===== src/rtl/pebble_pkg.sv =====
// Shared types and constants for the pebble core: fetch FSM states,
// instruction width, default PC width and the branch-type opcode.
package pebble_pkg;

  localparam int INSTR_W      = 9;
  localparam int PC_W_DEFAULT = 8;

  // Top two instruction bits of a branch-type instruction; the same encoding
  // carries the done flag back from execute.
  localparam logic [1:0] INSTR_TYPE_BRANCH = 2'b11;

  typedef enum logic [1:0] {
    IDLE = 2'd0,
    RUN  = 2'd1,
    HALT = 2'd2
  } fetch_state_t;

endpackage


===== src/rtl/pc_reg.sv =====
// Program counter register with load (highest priority), increment and hold.
// Increment wraps silently modulo 2**PC_W.
module pc_reg #(
  parameter int              PC_W      = 8,
  parameter logic [PC_W-1:0] RESET_VAL = '0
) (
  input  logic            clk,
  input  logic            reset,
  input  logic            load,
  input  logic [PC_W-1:0] load_val,
  input  logic            inc,
  output logic [PC_W-1:0] pc
);

  logic [PC_W-1:0] pc_q;
  logic [PC_W-1:0] pc_d;

  always_comb begin
    pc_d = pc_q;
    if (load) begin
      pc_d = load_val;
    end else if (inc) begin
      pc_d = pc_q + PC_W'(1);
    end
  end

  // NOTE: state registers use non-blocking assignment so every flop samples
  // the pre-edge values, independent of process evaluation order.
  always_ff @(posedge clk) begin
    if (reset) begin
      pc_q <= RESET_VAL;
    end else begin
      pc_q <= pc_d;
    end
  end

  assign pc = pc_q;

endmodule


===== src/rtl/fetch_unit.sv =====
// Instruction fetch stage: start/halt FSM, PC via pc_reg, instruction register
// with one-bubble branch flush. Define FETCH_PERF_CNT_EN to add retired_count.
module fetch_unit
  import pebble_pkg::*;
#(
  parameter int                PC_W       = pebble_pkg::PC_W_DEFAULT,
  parameter logic [PC_W-1:0]   START_ADDR = '0,
  parameter int                INSTR_W    = pebble_pkg::INSTR_W
) (
  input  logic               clk,
  input  logic               reset,
  input  logic               start,
  input  logic               stall,
  input  logic               branch_taken,
  input  logic [PC_W-1:0]    branch_target,
  input  logic               done_in,
  output logic [PC_W-1:0]    imem_addr,
  input  logic [INSTR_W-1:0] imem_data,
  output logic [INSTR_W-1:0] instruction,
  output logic               instr_valid,
  output logic [PC_W-1:0]    pc,
  output logic               running,
  output logic               done
`ifdef FETCH_PERF_CNT_EN
  ,
  output logic [15:0]        retired_count
`endif
);

  fetch_state_t       state_q, state_d;
  logic [INSTR_W-1:0] ir_q, ir_d;
  logic               valid_q, valid_d;

  logic               pc_load;
  logic [PC_W-1:0]    pc_load_val;
  logic               pc_inc;
  logic               start_accept;

  pc_reg #(
    .PC_W      (PC_W),
    .RESET_VAL (START_ADDR)
  ) u_pc_reg (
    .clk      (clk),
    .reset    (reset),
    .load     (pc_load),
    .load_val (pc_load_val),
    .inc      (pc_inc),
    .pc       (pc)
  );

  // NOTE: every signal driven here gets a default first, so no path through
  // the case statement can leave one unassigned and infer a latch.
  always_comb begin
    state_d      = state_q;
    ir_d         = ir_q;
    valid_d      = valid_q;
    pc_load      = 1'b0;
    pc_load_val  = START_ADDR;
    pc_inc       = 1'b0;
    start_accept = 1'b0;

    case (state_q)
      IDLE: begin
        valid_d = 1'b0;
        if (start) begin
          state_d      = RUN;
          pc_load      = 1'b1;
          start_accept = 1'b1;
        end
      end

      RUN: begin
        if (done_in) begin
          state_d = HALT;
          valid_d = 1'b0;
        end else if (start) begin
          pc_load      = 1'b1;
          valid_d      = 1'b0;
          start_accept = 1'b1;
        end else if (branch_taken) begin
          // The word fetched this cycle is wrong-path; drop it.
          pc_load     = 1'b1;
          pc_load_val = branch_target;
          valid_d     = 1'b0;
        end else if (!stall) begin
          ir_d    = imem_data;
          valid_d = 1'b1;
          pc_inc  = 1'b1;
        end
      end

      HALT: begin
        valid_d = 1'b0;
        if (start) begin
          state_d      = RUN;
          pc_load      = 1'b1;
          start_accept = 1'b1;
        end
      end

      default: begin
        state_d = IDLE;
        valid_d = 1'b0;
      end
    endcase
  end

  always_ff @(posedge clk) begin
    if (reset) begin
      state_q <= IDLE;
      ir_q    <= '0;
      valid_q <= 1'b0;
    end else begin
      state_q <= state_d;
      ir_q    <= ir_d;
      valid_q <= valid_d;
    end
  end

  assign imem_addr   = pc;
  assign instruction = ir_q;
  assign instr_valid = valid_q;
  assign running     = (state_q == RUN);
  assign done        = (state_q == HALT);

`ifdef FETCH_PERF_CNT_EN
  logic [15:0] retired_q;

  // An instruction retires when the decoder consumes a valid IR.
  always_ff @(posedge clk) begin
    if (reset || start_accept) begin
      retired_q <= '0;
    end else if (valid_q && !stall && (retired_q != 16'hFFFF)) begin
      retired_q <= retired_q + 16'd1;
    end
  end

  assign retired_count = retired_q;
`endif

endmodule


===== config.mk =====
export PLATFORM = sky130hd
export DESIGN_NAME = fetch_unit
export DESIGN_NICKNAME = d
export VERILOG_FILES = /design/src/rtl/pebble_pkg.sv /design/src/rtl/pc_reg.sv /design/src/rtl/fetch_unit.sv
export SDC_FILE = /design/constraint.sdc
export NUM_CORES = 1
export LEC_CHECK = 0
export ABC_AREA = 1
export BUFFER_PORTS_ARGS = -buffer_cell sky130_fd_sc_hd__buf_2
export CAP_MARGIN = 20
export CORE_MARGIN = 3
export CORE_UTILIZATION = 40
export CTS_CLUSTER_DIAMETER = 60
export DETAILED_ROUTE_END_ITERATION = 7
export GPL_TIMING_DRIVEN = 0
export PLACE_DENSITY = 0.72
export SLEW_MARGIN = 15
export SYNTH_ARGS = -nofsm -noshare
export SYNTH_HDL_FRONTEND = slang
export SYNTH_HIERARCHICAL = 1
export SYNTH_SLANG_ARGS = --single-unit
export TNS_END_PERCENT = 100

===== constraint.sdc =====
create_clock -name clk -period 1.33 [get_ports clk]
set_input_delay 0.1995 -clock clk [delete_from_list [all_inputs] [get_ports clk]]
set_output_delay 0.1995 -clock clk [all_outputs]
set_load 0.03 [all_outputs]

# == Yosys cells after proc, flatten, opt, wreduce, memory -nomap -nowiden ==
# Index checks and enable logic that the tools add are counted.
# W data, S select, Z words.
# op_classes
mux,19
n_reduce_logical,6
order_cmp,0
n_mul,0
div_mod_pow,0
n_eq_ne,4
n_bitwise,5
n_addsub,1
n_shift,0
# ops
cell,n
$mux W8,6
$mux W1,9
$add A8 B1 Y8 const B,1
$not A1 Y1,5
$reduce_and A5 Y1,1
$reduce_or A5 Y1,1
$mux W2,2
$pmux W2 S2,1
$eq A2 B1 Y1 const B,1
$eq A2 B2 Y1 const B,1
$logic_not A2 Y1,1
$ne A2 B1 Y1 const B,1
$ne A2 B2 Y1 const B,1
$pmux W1 S2,1
$reduce_and A2 Y1,1
$reduce_bool A2 Y1,1
$reduce_or A2 Y1,1
# totals
regBits,20
ramBits,0
rom_bits,0
inputBits,23
latch_bits,0
memories,0

# == Depth between registers and ports, before layout ==
# logic_depth
word_depth,7
depth_mapped,14
ltp_nobuf,13

# == By module ==
# Netlist, hierarchy kept.
# modules_own_cells
mod,area_each_um2,n_inst,seq_area_each_um2,cells_per_inst
fetch_unit,659.4,1,240.2,98
pc_reg,489.2,1,160.2,70

# == Worst setup path before layout ==
# Ideal clock, no wire load.
# synth_timing
kind,reg2reg
from,reg state_q[0]
to,"reg u_pc_reg.pc_q[1], in the netlist u_pc_reg/pc[1]"
period_less_slack_ns,1.639
path_buffers,1
stages_incl_launch_ff,15
setup_ns,0.109
arrival_time_ns,1.531
required_time_ns,1.221
path_slack_ns,-0.309
cell_sequence,dfxtp_1 -> inv_2 -> nor2_4 -> nand2_2 -> o21ai_0 -> inv_1 -> nor2_1 -> buf_6 -> inv_2 -> nand2_2 -> inv_2 -> nand2_1 -> nand3_1 -> nand2_1 -> inv_1
# synth_between
elab_cells_between_ends,9
classes_between,eq/ne: 2; mux: 4; reduce/logical: 3
# synth_rtl
element,line,text
from (decl),fetch_unit.sv:30,"fetch_state_t state_q, state_d;"
from (signal assigned),fetch_unit.sv:114,state_q <= state_d;
$eq A2 B1 Y1 *,n/a,
named net running,fetch_unit.sv:22,"output logic running,"
$pmux W1 S2 *,fetch_unit.sv:62,case (state_q)
named net pc_load,fetch_unit.sv:34,logic pc_load;
$mux W8 / $reduce_bool A2 Y1 (equally long branches),n/a,
to (signal assigned),pc_reg.sv:33,pc_q <= pc_d;
to (decl),pc_reg.sv:15,logic [PC_W-1:0] pc_q;
# The timed path passes the listed nets; every way through them passes the cells marked *.
# A chain may end at the register's enable or synchronous reset.

# == Final worst setup path ==
# layout_timing
from,reg state_q[0]
to,"reg u_pc_reg.pc_q[0], in the netlist u_pc_reg/pc[0]"
# layout_between
elab_chain_len,4
elab_cells_between_ends,9
classes_between,eq/ne: 2; mux: 4; reduce/logical: 3
# layout_rtl
element,line
$eq A2 B2 Y1 / $logic_not A2 Y1 (equally long branches),fetch_unit.sv:62
$reduce_or A2 Y1 (no source line),n/a
$pmux W1 S2 *,fetch_unit.sv:62
named net pc_load,fetch_unit.sv:34
$mux W8 / $reduce_bool A2 Y1 (equally long branches),n/a
# Marks and branches as above.

==> flow_summary.json <==
{
  "antennaDiodeCount": 0,
  "worstSetupStartpointType": "flop",
  "dieArea_sq_um": 3550,
  "insertion_delay_ns": 0.30,
  "vias": 1213,
  "power_w": 0.001400,
  "row_count": 18,
  "hold_buffers": 0,
  "met3_length_um": 183,
  "met2_length_mm": 1.479,
  "grt_pass1_vias": 1109,
  "ant_nets": 0,
  "min_path_cells": 3,
  "crit_path_end_kind": "flop",
  "clk_path_buf_depth": 2,
  "rr_worst_depth": 12,
  "fin_cells": 264,
  "finalMaxSlewViolations": 0,
  "syn_to_final_growth_pct": 43.68,
  "synth_area_leaders": "dfxtp_1 (35%), nand2_1 (12%), nor2_1 (9.5%)",
  "cp.required_ns": 1.59,
  "via_per_inst": 4.595,
  "die_h_um": 59.59,
  "setup_viol": 8,
  "cap_violations": 0,
  "fin_ws_ns": -0.09770,
  "final_cell_mix": "buf_2 (48), nand2_1 (36), nor2_1 (27)",
  "hp-class": "in2reg",
  "met1Wirelength_mm": 1.252,
  "fmax_ghz": 0.7004,
  "cts_sinks": 20,
  "rsz0062_at_grt": "yes",
  "topRoutingLayerUsed": "met4",
  "post-dp-hpwl_mm": 2.000,
  "ys_ff_latch": 20,
  "core_sq_um": 2613,
  "routabilityCongestion": 0.8061,
  "ir_worst_vdd_mv": 0.6556,
  "die_w_um": 59.59,
  "nNetsFinal": 259,
  "largest_register_ff_count": 9,
  "netlist.area_leader.share_pct": 34.86,
  "grt_pass1_wl_mm": 4.595,
  "leakagePower_nw": 0.8833,
  "syn_area_sq_um": 1149,
  "clkTransAtPathRegs_ns": 0.12,
  "cpLargestDelayFamily": "simple AND/OR/NAND/NOR gates",
  "drc": 0,
  "final_util_pct": 63.17,
  "cp_num_cells": 12,
  "rrSetupSlack_ns": -0.1,
  "finalCritPeriodShare_pct": 107.3,
  "synth_edf_count": 0,
  "synth_ff_type": "dfxtp_1",
  "grt_start_max_net_pins": 13,
  "wl_per_cell_um": 11.17,
  "dr.pass1.iters": 4,
  "violations": "negative setup slack",
  "syn_avg_cell_area_sq_um": 6.837,
  "io_pins": 51,
  "outcome": "complete, but fails checks",
  "cts_tree": "built",
  "cp_slowest_cell": "dfxtp_2",
  "path_class": "reg2reg",
  "synthArstFlopShare_pct": 0,
  "yosys_warnings": 6,
  "numCtsBuffers": 3,
  "synth_nets": 192,
  "antenna_found_initial": 0,
  "final_common_cell": "buf_2",
  "drive_above_1_share_pct": 43.59,
  "path_buf_inv": 5,
  "drt_wl_total_mm": 2.950,
  "start_util_pct": 43.97,
  "post-place-ws_ns": -0.2696,
  "powerDensity_nw_per_um2": 848.1,
  "max_slew_margin_pct": 78.93,
  "yosys.area.top_type": "dfxtp_1",
  "hold_viol": 0,
  "arrival_ns": 1.68,
  "finClkSkew_ns": 0.007035,
  "cp_slowest_stage_delay_ns": 0.36,
  "synth_cell_types": 26,
  "synthCells": 168,
  "ys_seq_area_share_pct": 34.86,
  "worstMarginPinSlew_ns": 0.3153,
  "first_iter_violations": 42,
  "overflow": 0,
  "numPortBuffers": 50,
  "dp.cells": 248,
  "crit_fanout": 5,
  "cts_max_level": 1,
  "grtUsageTotal_pct": 16.91,
  "period_needed_ns": 1.428,
  "cts_root_buffer": "clkbuf_4",
  "crit_path_cell_trace": "inv_2 > nor2_4 > nand2_4 > o21ai_4 > inv_2 > nor2_2 > buf_6 > buf_4 > nand2_1 > o211ai_1 > nand2_1 > inv_1"
}
==> cell usage after synthesis (2+ instances only) <==
| master | n |
|---|---|
| buf_6 | 2 |
| nand3_1 | 5 |
| nand3_2 | 2 |
| a22oi_1 | 4 |
| nor3b_1 | 8 |
| o21ai_0 | 4 |
| a21oi_1 | 6 |
| o21bai_1 | 2 |
| nor2_1 | 29 |
| nand2_2 | 3 |
| inv_2 | 3 |
| inv_1 | 22 |
| buf_4 | 8 |
| nand2_1 | 37 |
| dfxtp_1 | 20 |
| nor2_2 | 3 |
==> stage by stage <==
step | hold WS, ns | TNS (ns) | instance area, sq um
after floorplan | 0.2619 | -1.778 | 1162
final | 0.1068 | -0.3799 | 1650
after global placement | 0.4220 | -1.754 | 1450
after CTS | 0.09512 | -0.1429 | 1603
after global routing | 0.1053 | -2.411 | 1650
after detailed placement | 0.4289 | -1.829 | 1450
==> logic make-up (layout without fill, tap and decap cells) <==
group,Yosys count,after routing,share of synthesized area (%)
and+or+nand+nor,91,91,37.47
adders and majority gates,1,1,1.089
buffers and inverters,36,102,15.69
AOI/OAI and AO/OA,19,19,10.13
xor gates and xnor gates,1,1,0.7627
DFF,20,20,34.86
==> routing by layer <==
layer  GRT usage, %  vias to the layer above
met4          6.646                        0
met5              0                        -
li1               -                      648
met2          29.95                       37
met3          3.050                        4
met1          19.97                      524
==> timing repair <==
action / CTS / global route
endpoints found under the hold margin: 0 / 0
gates resized for setup: 8 / 13
pin swaps: 5 / 4
cloned: 0 / 0
endpoints found under the setup margin: 10 / 23
buffers inserted: 12 / 1
==> cell type report <==
type	count	area (sq um)
clock inverter	1	30.03
fill	250	962.2
timing repair buffer	63	364.1
inverter	26	107.6
clock buffer	3	22.52
multi-input combinational	112	611.8
buffer	9	71.32
sequential	20	405.4
tap	30	37.54
==> report_power, final <==
group / total [W] / switching [W] / internal, W
clock network: 0.000501 / 0.000196 / 0.000304
registers: 0.000629 / 0.0000159 / 0.000613
logic: 0.000270 / 0.000148 / 0.000121
total: 0.00140 / 0.000360 / 0.00104
==> worst reg2reg max path: stages, from the launching register on <==
cell,delay (ns)
dfxtp_2,0.36
inv_2,0.04
nor2_4,0.14
nand2_4,0.07
o21ai_4,0.06
inv_2,0.05
nor2_2,0.11
buf_6,0.14
buf_4,0.12
nand2_1,0.04
o211ai_1,0.09
nand2_1,0.10
inv_1,0.06
==> final timing paths <==
kind	startpoint	to
setup / recovery	state_q[0]$_SDFFE_PP0P_	u_pc_reg/pc[0]$_SDFFE_PP0P_
hold / removal	imem_data[4]	instruction[4]$_SDFFE_PP0P_
setup reg to reg	state_q[0]$_SDFFE_PP0P_	u_pc_reg/pc[0]$_SDFFE_PP0P_
hold reg to reg	instruction[0]$_SDFFE_PP0P_	instruction[0]$_SDFFE_PP0P_
No activity file was read; power rests on OpenSTA's default activity.
